==> config.mk <==
export PLATFORM = sky130hd
export DESIGN_NAME = ita_scan_rx_flat
export DESIGN_NICKNAME = d
export VERILOG_FILES = /design/src/rtl/ita_scan_rx_if.sv /design/src/rtl/ita_scan_rx.sv /design/src/flat_wrapper.sv
export SDC_FILE = /design/constraint.sdc
export NUM_CORES = 1
export LEC_CHECK = 0
export CORE_ASPECT_RATIO = 1.75
export CORE_MARGIN = 4
export CORE_UTILIZATION = 55
export CTS_BUF_LIST = sky130_fd_sc_hd__clkbuf_8
export CTS_CLUSTER_SIZE = 10
export DETAILED_ROUTE_END_ITERATION = 8
export PLACE_DENSITY_LB_ADDON = 0.05
export SKIP_CTS_REPAIR_TIMING = 1
export SYNTH_ARGS = -nofsm -noshare
export SYNTH_HDL_FRONTEND = slang
export SYNTH_SLANG_ARGS = --single-unit
==> constraint.sdc <==
create_clock -name clk -period 3.03 [get_ports clk]
set_input_delay 0.303 -clock clk [delete_from_list [all_inputs] [get_ports clk]]
set_output_delay 0.303 -clock clk [all_outputs]
set_load 0.1 [all_outputs]
==> src/rtl/ita_scan_rx_if.sv <==
// ita_scan_rx_if
// Bundles the scan bus (digit select + segment pattern) driven by the display
// scanner together with the committed-frame read port and the status outputs
// of the scan receiver.
//   sel         [11:0]  one-hot digit select, bit k = digit k
//   segm        [13:0]  segment pattern for the selected digit
//   rd_addr     [3:0]   digit index to read from the committed frame
//   rd_char     [5:0]   character code at rd_addr (combinational)
//   frame_valid         one-cycle pulse on frame commit
//   frame_bad           committed frame holds at least one unknown glyph
//   err_seq             one-cycle pulse on scan-order / select error
//   frame_cnt   [7:0]   committed frame count (wraps)
// master: scanner / host side.  slave: the receiver.
interface ita_scan_rx_if;
    logic [11:0] sel;
    logic [13:0] segm;
    logic [3:0]  rd_addr;
    logic [5:0]  rd_char;
    logic        frame_valid;
    logic        frame_bad;
    logic        err_seq;
    logic [7:0]  frame_cnt;

    modport master (
        output sel,
        output segm,
        output rd_addr,
        input  rd_char,
        input  frame_valid,
        input  frame_bad,
        input  err_seq,
        input  frame_cnt
    );

    modport slave (
        input  sel,
        input  segm,
        input  rd_addr,
        output rd_char,
        output frame_valid,
        output frame_bad,
        output err_seq,
        output frame_cnt
    );
endinterface

==> src/rtl/ita_scan_rx.sv <==
// ita_scan_rx
// Receiving end of the 12-digit, 14-segment multiplexed display scan bus.
// Each rising edge samples the digit select and segment pattern, decodes the
// pattern to a 6-bit character code and assembles 12-digit frames in a shadow
// buffer. A frame that arrives in strict order 0..11 (blank cycles allowed in
// between) is copied to the committed buffer, which feeds the combinational
// read port. Out-of-order or malformed selects abandon the partial frame.
// Ports:
//   vdd, vss   supply pins (only with USE_POWER_PINS)
//   clk        rising-edge clock
//   rst_n      asynchronous active-low reset
//   bus        ita_scan_rx_if.slave (scan inputs, read port, status outputs)
module ita_scan_rx (
`ifdef USE_POWER_PINS
    inout wire vdd,
    inout wire vss,
`endif
    input  logic              clk,
    input  logic              rst_n,
    ita_scan_rx_if.slave      bus
);

    typedef enum logic [0:0] {
        ST_HUNT    = 1'b0,
        ST_CAPTURE = 1'b1
    } state_t;

    localparam logic [3:0] LAST_DIGIT = 4'd11;
    localparam logic [5:0] CODE_UNK   = 6'h3F;

    // Segment pattern to character code; anything unrecognised maps to 0x3F.
    function automatic logic [5:0] glyph_decode(input logic [13:0] pat);
        logic [5:0] code;
        case (pat)
            14'h0000: code = 6'h00;
            14'h3BC0: code = 6'h01;
            14'h2412: code = 6'h02;
            14'h1B28: code = 6'h03;
            14'h33C4: code = 6'h04;
            default:  code = CODE_UNK;
        endcase
        return code;
    endfunction

    state_t      state_r;
    state_t      state_nxt_s;
    logic [3:0]  exp_r;
    logic [3:0]  exp_nxt_s;
    logic [5:0]  shadow_r [12];
    logic [5:0]  commit_r [12];
    logic        unk_acc_r;
    logic        unk_nxt_s;
    logic        frame_valid_r;
    logic        frame_bad_r;
    logic        err_seq_r;
    logic [7:0]  frame_cnt_r;

    logic        blank_s;
    logic        one_hot_s;
    logic [3:0]  idx_s;
    logic [5:0]  code_s;
    logic        unk_s;
    logic        wr_en_s;
    logic        commit_s;
    logic        err_s;
    logic [5:0]  rd_char_s;

    // Classify the sampled select and decode the sampled pattern.
    always_comb begin
        blank_s   = (bus.sel == 12'd0);
        // x & (x-1) clears the lowest set bit, so zero there means one bit set
        one_hot_s = !blank_s && ((bus.sel & (bus.sel - 12'd1)) == 12'd0);
        // OR-encode; only meaningful when one_hot_s is true
        idx_s     = 4'd0;
        for (int i = 0; i < 12; i++) begin
            idx_s = idx_s | (bus.sel[i] ? 4'(i) : 4'd0);
        end
        code_s    = glyph_decode(bus.segm);
        unk_s     = (code_s == CODE_UNK);
    end

    // Scan-order state machine: next state, expected digit, write/commit/error strobes.
    always_comb begin
        state_nxt_s = state_r;
        exp_nxt_s   = exp_r;
        wr_en_s     = 1'b0;
        commit_s    = 1'b0;
        err_s       = 1'b0;
        case (state_r)
            ST_HUNT: begin
                // only a digit-0 select can open a frame; everything else is ignored silently
                if (one_hot_s && (idx_s == 4'd0)) begin
                    wr_en_s     = 1'b1;
                    exp_nxt_s   = 4'd1;
                    state_nxt_s = ST_CAPTURE;
                end else begin
                    state_nxt_s = ST_HUNT;
                end
            end
            ST_CAPTURE: begin
                if (blank_s) begin
                    state_nxt_s = ST_CAPTURE;
                end else if (!one_hot_s) begin
                    err_s       = 1'b1;
                    exp_nxt_s   = 4'd0;
                    state_nxt_s = ST_HUNT;
                end else if (idx_s == exp_r) begin
                    wr_en_s = 1'b1;
                    if (idx_s == LAST_DIGIT) begin
                        // stay in CAPTURE expecting digit 0 so frames can run back to back
                        commit_s  = 1'b1;
                        exp_nxt_s = 4'd0;
                    end else begin
                        exp_nxt_s = exp_r + 4'd1;
                    end
                end else if (idx_s == 4'd0) begin
                    // early digit 0: the scanner restarted, resync on this digit
                    err_s     = 1'b1;
                    wr_en_s   = 1'b1;
                    exp_nxt_s = 4'd1;
                end else begin
                    err_s       = 1'b1;
                    exp_nxt_s   = 4'd0;
                    state_nxt_s = ST_HUNT;
                end
            end
            default: begin
                state_nxt_s = ST_HUNT;
                exp_nxt_s   = 4'd0;
            end
        endcase
    end

    // Unknown-glyph flag for the frame in progress; a digit-0 write starts a fresh frame.
    always_comb begin
        unk_nxt_s = unk_acc_r;
        if (wr_en_s) begin
            if (idx_s == 4'd0) begin
                unk_nxt_s = unk_s;
            end else begin
                unk_nxt_s = unk_acc_r | unk_s;
            end
        end else begin
            unk_nxt_s = unk_acc_r;
        end
    end

    // State, expected index and accumulated unknown flag.
    always_ff @(posedge clk or negedge rst_n) begin
        if (!rst_n) begin
            state_r   <= ST_HUNT;
            exp_r     <= 4'd0;
            unk_acc_r <= 1'b0;
        end else begin
            state_r   <= state_nxt_s;
            exp_r     <= exp_nxt_s;
            unk_acc_r <= unk_nxt_s;
        end
    end

    // Shadow buffer: captures each in-order digit as it arrives.
    always_ff @(posedge clk or negedge rst_n) begin
        if (!rst_n) begin
            for (int i = 0; i < 12; i++) begin
                shadow_r[i] <= 6'h00;
            end
        end else begin
            for (int i = 0; i < 12; i++) begin
                if (wr_en_s && (idx_s == 4'(i))) begin
                    shadow_r[i] <= code_s;
                end
            end
        end
    end

    // Committed buffer, bad flag and frame counter; change only when digit 11 closes a frame.
    always_ff @(posedge clk or negedge rst_n) begin
        if (!rst_n) begin
            for (int i = 0; i < 12; i++) begin
                commit_r[i] <= 6'h00;
            end
            frame_bad_r <= 1'b0;
            frame_cnt_r <= 8'd0;
        end else if (commit_s) begin
            // digit 11 is being sampled now, so take it straight from the decoder
            for (int i = 0; i < 11; i++) begin
                commit_r[i] <= shadow_r[i];
            end
            commit_r[11] <= code_s;
            frame_bad_r  <= unk_nxt_s;
            frame_cnt_r  <= frame_cnt_r + 8'd1;
        end
    end

    // One-cycle status pulses.
    always_ff @(posedge clk or negedge rst_n) begin
        if (!rst_n) begin
            frame_valid_r <= 1'b0;
            err_seq_r     <= 1'b0;
        end else begin
            frame_valid_r <= commit_s;
            err_seq_r     <= err_s;
        end
    end

    // Read port: mux the committed buffer; addresses 12..15 read as zero.
    always_comb begin
        rd_char_s = 6'h00;
        for (int i = 0; i < 12; i++) begin
            rd_char_s = rd_char_s | ((bus.rd_addr == 4'(i)) ? commit_r[i] : 6'h00);
        end
    end

    assign bus.rd_char     = rd_char_s;
    assign bus.frame_valid = frame_valid_r;
    assign bus.frame_bad   = frame_bad_r;
    assign bus.err_seq     = err_seq_r;
    assign bus.frame_cnt   = frame_cnt_r;

endmodule

==> src/flat_wrapper.sv <==
// flat-port wrapper written by rule: the top's interface ports become plain ports
module ita_scan_rx_flat 
  (clk, rst_n, bus_sel, bus_segm, bus_rd_addr, bus_rd_char, bus_frame_valid, bus_frame_bad, bus_err_seq, bus_frame_cnt);
  ita_scan_rx_if bus_i ();
  input  logic clk;
  input  logic rst_n;
  input wire logic [$bits(bus_i.sel)-1:0] bus_sel;
  input wire logic [$bits(bus_i.segm)-1:0] bus_segm;
  input wire logic [$bits(bus_i.rd_addr)-1:0] bus_rd_addr;
  output wire logic [$bits(bus_i.rd_char)-1:0] bus_rd_char;
  output wire logic [$bits(bus_i.frame_valid)-1:0] bus_frame_valid;
  output wire logic [$bits(bus_i.frame_bad)-1:0] bus_frame_bad;
  output wire logic [$bits(bus_i.err_seq)-1:0] bus_err_seq;
  output wire logic [$bits(bus_i.frame_cnt)-1:0] bus_frame_cnt;
  assign bus_i.sel = bus_sel;
  assign bus_i.segm = bus_segm;
  assign bus_i.rd_addr = bus_rd_addr;
  assign bus_rd_char = bus_i.rd_char;
  assign bus_frame_valid = bus_i.frame_valid;
  assign bus_frame_bad = bus_i.frame_bad;
  assign bus_err_seq = bus_i.err_seq;
  assign bus_frame_cnt = bus_i.frame_cnt;
  ita_scan_rx u_core (.clk(clk), .rst_n(rst_n), .bus(bus_i));
endmodule
==> impl_metrics.env <==
export IMPL_status="finished, violations left"
export IMPL_violations="hold timing"
export IMPL_max_slew_margin_rel=0.278
export IMPL_drv_cap=0
export IMPL_comb_power_share=0.079
export IMPL_synthDistinctLibCells=62
export IMPL_clk_pin_slew_ns=0.10
export IMPL_drive_above_1_share=0.330
export IMPL_timing_fmax_ghz=0.347
export IMPL_grt_max_degree=110
export IMPL_setup_viol=0
export IMPL_cp_end_kind="primary output"
export IMPL_netlist_area_um2=5550
export IMPL_layout_nets=563
export IMPL_drt_wirelength_per_cell_um=19.3
export IMPL_overflow=0
export IMPL_cp_start_kind="input pin"
export IMPL_worst_pin_slew_ns=1.08
export IMPL_slew_viol_final=0
export IMPL_clk_latency_ns=0.38
export IMPL_hold_violations=33
export IMPL_p_switching_w=0.000614
export IMPL_synth_edf_count=0
export IMPL_syn_num_nets=478
export IMPL_antenna_cells=0
export IMPL_grtUsageTotal=0.228
export IMPL_drcViolationCount=0
export IMPL_p_sw_frac=0.249
export IMPL_async_flop_share=1.00
export IMPL_drtAntennaViolNets=0
export IMPL_die_h_um=141
export IMPL_cts_tree="done"
export IMPL_period_minus_slack_ns=2.88
export IMPL_syn_inst=444
export IMPL_initial_core_util=0.564
export IMPL_drtIter0Drc=226
export IMPL_final_cell_count_no_fill=659
export IMPL_design_die_area_um2=11800
export IMPL_crit_type="input pin to primary output"
export IMPL_ios=49
export IMPL_cts_htree_levels=3
export IMPL_finalCoreUtilization=0.683
export IMPL_drtPass1Iterations=5
export IMPL_core_um2=9850
export IMPL_viasPerCell=5.92
export IMPL_period_share=0.951
export IMPL_antenna_found_initial=0
export IMPL_cp_arrival_ns=2.58
export IMPL_clock_sinks=109
export IMPL_worstPathRequired_ns=2.73
export IMPL_synth_avg_cell_area_um2=12.5
export IMPL_dp_cells=643
export IMPL_vias=3902
export IMPL_clkPwrFrac=0.330
export IMPL_vdd_drop_max_uv=239
export IMPL_timing_hold_ws_ns=-0.0182
export IMPL_power_leakage_nw=3.26
export IMPL_clk_path_buf_depth=2
export IMPL_p_int_w=0.00185
export IMPL_cp_max_fo=12
export IMPL_rsz0062_at_grt="no"
export IMPL_row_count=48
export IMPL_io_buffers=48
export IMPL_min_path_type="input pin to async pin"
export IMPL_routabilityCongestion=0.820
export IMPL_area_growth_pct=21.0
export IMPL_numCtsBuffers=9
export IMPL_ys_flop_type="dfrtp_1"
export IMPL_pwr_share_seq=0.590
export IMPL_grt_pass1_vias=4097
export IMPL_cts_root_buffer="clkbuf_8"
export IMPL_fin_skew_ns=0.0120
export IMPL_place_hpwl_mm=9.67
export IMPL_grt_pass1_wl_mm=21.2
export IMPL_yosysWarnings=0
export IMPL_ys_ff_latch=109
export IMPL_die_w_um=84.0
export IMPL_seq_area_frac_synth=0.491
export IMPL_drt_total_wl_mm=12.7
export IMPL_p_per_area_nw_per_um2=366
[cell usage in the layout, fill, tap and decap left out, types with 5 or more instances in the layout]
master and instances:
a21o_1 5, a21oi_1 9, a31oi_1 5, buf_12 12, buf_4 54, clkbuf_8 9, clkdlybuf4s50_1 32, dfrtp_1 109
inv_1 5, mux2_1 31, mux2_2 65, mux2i_1 8, nand2_1 21, nand3_1 16, nand4_1 6, nor2_1 20
nor2b_1 5, nor3_1 11, nor4_2 5, nor4_4 11, o21ai_0 9, xor2_1 7
[sequential cells by signal, summed over array words and instances (netlist names)]
register and flops:
u_core.bus.frame_valid 1, u_core.shadow_r 44, u_core.bus.frame_bad 1, u_core.bus.frame_cnt 8, u_core.state_r 1, u_core.unk_acc_r 1
u_core.commit_r 48, u_core.exp_r 4, u_core.bus.err_seq 1
[critical path, stage by stage]
cell and delay, ns:
clkdlybuf4s50_1 0.78, buf_4 0.24, mux2i_1 0.07, o21ai_0 0.42, a22oi_1 0.17, o221ai_1 0.35
buf_12 0.23
[metrics by stage]
step / TNS [ns] / hold slack [ns] / power (W) / worst slack (ns) / area (um2)
detailed placement: -5.12 / 0.422 / 0.00168 / -0.156 / 6540
global placement: -1.20 / 0.410 / 0.00168 / -0.146 / 6540
finish: 0 / -0.0182 / 0.00246 / 0.147 / 6720
global route: 0 / 0.0201 / 0.00258 / 0.0407 / 6720
CTS: 0 / 0.000723 / 0.00250 / 0.194 / 6720
floorplan: -0.203 / 0.00741 / 0.00155 / -0.104 / 5570
[area by class of cell]
| class | instances | area [um2] |
|---|---|---|
| fillers | 756 | 3130 |
| inverters | 6 | 22.5 |
| well taps | 125 | 156 |
| clock inverters | 7 | 56.3 |
| flip-flops and latches | 109 | 2730 |
| multi-input cells | 305 | 2670 |
| repair buffers | 98 | 966 |
| clock buffers | 9 | 124 |
[layer usage]
metal,up-vias,part of all wire,track usage
met1,1960,0.37,0.255
met5,-,0,0
met4,0,0.024,0.0839
met3,22,0.031,0.0345
li1,1836,-,-
met2,84,0.57,0.432
[cells by family after synthesis]
group | Yosys count | share of synthesized area
and+or+nand+nor | 126 | 0.163
muxes | 105 | 0.213
AOI/OAI and AO/OA | 61 | 0.0793
xor gates and xnor gates | 11 | 0.0173
buffers and inverters | 30 | 0.0313
adders and majority gates | 2 | 0.00450
DFF | 109 | 0.491
[synth_stat cells (3+ instances only)]
cell	number	share of area
buf_1	4	0.0027
nor2b_1	5	0.0056
a21o_1	5	0.0068
a31oi_1	5	0.0056
o31ai_1	3	0.0041
a211oi_1	4	0.0054
nor3_1	11	0.0099
o22ai_1	4	0.0045
dfrtp_1	109	0.49
nand3_1	16	0.014
nor4_1	4	0.0045
or2_2	3	0.0034
o21ai_0	9	0.0081
nor2_1	20	0.014
nor4_4	11	0.042
nand2_1	21	0.014
clkbuf_1	10	0.0068
mux2_1	31	0.063
buf_6	7	0.014
mux2i_1	8	0.014
nand4_1	6	0.0068
nor4_2	5	0.011
xnor2_1	4	0.0063
and3_1	3	0.0034
inv_1	5	0.0034
or3_1	3	0.0034
nand3b_1	3	0.0041
a21oi_1	9	0.0081
mux2_2	65	0.13
xor2_1	7	0.011
[power by group through the flow]
stage / sequential, W / clock [W] / combinational, W
global route: 0.00145 / 0.000917 / 0.000212
global placement: 0.00148 / 0 / 0.000194
CTS: 0.00145 / 0.000848 / 0.000197
finish: 0.00145 / 0.000814 / 0.000196
floorplan: 0.00148 / 0 / 0.0000663
detailed placement: 0.00148 / 0 / 0.000197
[path summary, 6_finish.rpt]
check | cells past startpoint | start | slack, ns | end
max in group asynchronous | 2 | rst_n | 2.62 | u_core.bus.frame_cnt[5]$_DFFE_PN0P_
setup reg to reg | 6 | u_core.exp_r[1]$_DFFE_PN0P_ | 0.73 | u_core.shadow_r[24]$_DFFE_PN0P_
setup / recovery | 7 | bus_rd_addr[3] | 0.15 | bus_rd_char[0]
hold / removal | 2 | rst_n | -0.02 | u_core.shadow_r[25]$_DFFE_PN0P_
min in group clk | 1 | u_core.bus.frame_cnt[7]$_DFFE_PN0P_ | 0.47 | u_core.bus.frame_cnt[7]$_DFFE_PN0P_
hold reg to reg | 1 | u_core.bus.frame_cnt[7]$_DFFE_PN0P_ | 0.47 | u_core.bus.frame_cnt[7]$_DFFE_PN0P_
Note: power is estimated with default switching activity, not from simulation.
==> RTL change (config.mk and constraints unchanged) <==
Reset style: synchronous (`rst_n`), changed in 4 clocked blocks. Comments in the files are not updated.
--- a/src/rtl/ita_scan_rx.sv
+++ b/src/rtl/ita_scan_rx.sv
@@ -148,3 +148,3 @@
     // State, expected index and accumulated unknown flag.
-    always_ff @(posedge clk or negedge rst_n) begin
+    always_ff @(posedge clk) begin
         if (!rst_n) begin
@@ -161,3 +161,3 @@
     // Shadow buffer: captures each in-order digit as it arrives.
-    always_ff @(posedge clk or negedge rst_n) begin
+    always_ff @(posedge clk) begin
         if (!rst_n) begin
@@ -176,3 +176,3 @@
     // Committed buffer, bad flag and frame counter; change only when digit 11 closes a frame.
-    always_ff @(posedge clk or negedge rst_n) begin
+    always_ff @(posedge clk) begin
         if (!rst_n) begin
@@ -195,3 +195,3 @@
     // One-cycle status pulses.
-    always_ff @(posedge clk or negedge rst_n) begin
+    always_ff @(posedge clk) begin
         if (!rst_n) begin
Check against the original RTL: differs if rst_n is asserted again (counterexample within 4 cycles, from zero or initial values and one cycle with rst_n low); with rst_n held inactive, the same outputs for 10 cycles.
==> RTL change against the unedited design <==
  * Sequential power up 17%
  * Final cell count grew 3.0%
  * Area after synthesis down 4.1%
  * Setup slack improved by 170 ps
  * Power up 17%
  * Sequential cell count unchanged
  * Final area shrank 4.2%
  * Wire length fell by 9.8%
  * Utilization decreased by 0.24 points
  * Largest power group unchanged
  * Highest routed layer unchanged
==> RTL change: results (changes against the unedited design) <==
final worst setup slack 319 ps (+171 ps); Routed Wire Length 11,500 um (-9.8%); last weighted congestion value of the routability-driven placer 0.881 (+7.4%); VDD IR-drop max 0.000229 V (-4.0%); worst flop-to-flop path startpoint u_core.exp_r[0]; register-to-register setup slack 910 ps (+180 ps); launch point of the worst path bus_sel[5]; Fill cells 744 (-1.6%); async set or reset register ratio after synthesis 0 (-1.00); status completed; Pleak 2.32 nW (-29%); instance area at placement 6250 um^2 (-4.5%); largest net degree at the start of global routing 42 (-62%); Inserted Clock Buffers 9 (unchanged); Crit Reg-Reg Endpoint u_core.commit_r[0][70]; post-placement setup slack -34.5 ps (+121 ps); Clock Pin Slew Worst Setup and Hold Paths 100 ps (about the same); multiplexer share of the synthesized area 0.0291 (-0.184); flip-flop count of the largest register, all copies and words added 48 (unchanged); detailed placer's ending HPWL 8840 um (-8.6%); total instance count after detailed placement 663 (+3.1%); type of the tightest min-delay check register to register; global-route wire length before repair 19,100 um (-9.9%); Iter 0 DRT Violations 252 (+12%); longest individual stage delay on the worst path 560 ps (-220 ps); number of global-route vias before repair 3,952 (-3.5%); final layout net count 586 (+4.1%); Total Routing Usage GR 0.220 (-0.00862); xor and xnor fraction of the mapped netlist area 0.00634 (-0.0110); critical-path maximum fanout 16 (+4); EDFF count, synth 92 (+92); hold path cells 2; Pre-antenna DRT Iters 4 (-1); Vias 3,879 (-0.59%); Critical-path top delay cell sky130_fd_sc_hd__or4_1; average wire per cell in the routed design 16.9 um (-12%); critical path's top delay family simple AND/OR/NAND/NOR gates; fraction of the mapped netlist area in adder cells 0.00658 (+0.00207); cell types with the highest counts after synthesis sky130_fd_sc_hd__edfxtp_1 (92), sky130_fd_sc_hd__and2_1 (49), sky130_fd_sc_hd__nor2_1 (44), sky130_fd_sc_hd__nand2_1 (30); mean instance size in the synthesized netlist 11.2 um^2 (-10%); area fraction in compound gates after synthesis 0.103 (+0.0241); cell internal pwr 2.17 mW (+17%); fraction of final layout cells sized beyond drive strength 1 0.165 (-0.164); ranking of synthesized cells by area sky130_fd_sc_hd__edfxtp_1 (52%), sky130_fd_sc_hd__dfxtp_1 (6.4%), sky130_fd_sc_hd__and2_1 (5.8%), sky130_fd_sc_hd__nor2_1 (3.1%), sky130_fd_sc_hd__a21oi_1 (2.2%); distinct cell type count of the synthesized netlist 67 (+8.1%)
## RTL change: cell count changes after synthesis, sizes merged, moves of 12 or more
cell / unedited run / this run
a21oi: 9 / 23
nor4: 20 / 8
edfxtp: 0 / 92
dfrtp: 109 / 0
nor2: 20 / 45
mux2: 96 / 2
and2: 1 / 50
dfxtp: 0 / 17
## RTL change: how the worst max path moves through the flow
stage                                         to  depth (start not counted)
after global routing      u_core.shadow_r[0][13]                          9
after floorplan                   bus_rd_char[1]                          6
after CTS                 u_core.commit_r[0][61]                          8
final                     u_core.commit_r[0][70]                          8
after global placement    u_core.commit_r[0][61]                          8
after detailed placement  u_core.commit_r[0][61]                          8
## RTL change: cell type report
class | instances | area [um^2] | share of cell area
Clock buffer | 10 | 138 | 0.0214
Clock inverter | 6 | 53.8 | 0.00835
Inverter | 8 | 30.0 | 0.00466
Multi-Input combinational cell | 330 | 2050 | 0.318
Sequential cell | 109 | 3100 | 0.482
Tap cell | 122 | 153 | 0.0237
Timing Repair Buffer | 94 | 916 | 0.142
## RTL change: per-stage QoR
stage                     utilization  hold slack (ps)
final                           0.680              479
after global routing            0.680              505
after CTS                       0.680              481
after detailed placement        0.660              467
after global placement          0.660              458
after floorplan                     -              450
## RTL change: kinds of logic after synthesis
group,Yosys count
DFF,109
buffers and inverters,36
and+or+nand+nor,225
AOI/OAI and AO/OA,85
xor gates and xnor gates,3
adders and majority gates,3
muxes,14
## RTL change: metal layers
layer | vias up | routed length [um] | global-route usage
met5 | - | 0 | 0
met4 | 0 | 318 | 0.0919
met3 | 24 | 320 | 0.0326
met2 | 97 | 6660 | 0.403
met1 | 1824 | 4170 | 0.240
li1 | 1934 | - | -
## RTL change: worst min-delay path, stage by stage (launching register included)
cell                      delay [ps]
sky130_fd_sc_hd__dfxtp_1         330
sky130_fd_sc_hd__nand2_1          50
sky130_fd_sc_hd__mux2i_1          50
## RTL change: power by group through the flow
stage	clock network (mW)	registers [mW]	logic, mW
after CTS	0.850	1.70	0.355
after global routing	0.917	1.71	0.380
final	0.826	1.70	0.356
after global placement	0	1.74	0.348
after detailed placement	0	1.74	0.354
after floorplan	0	1.73	0.198
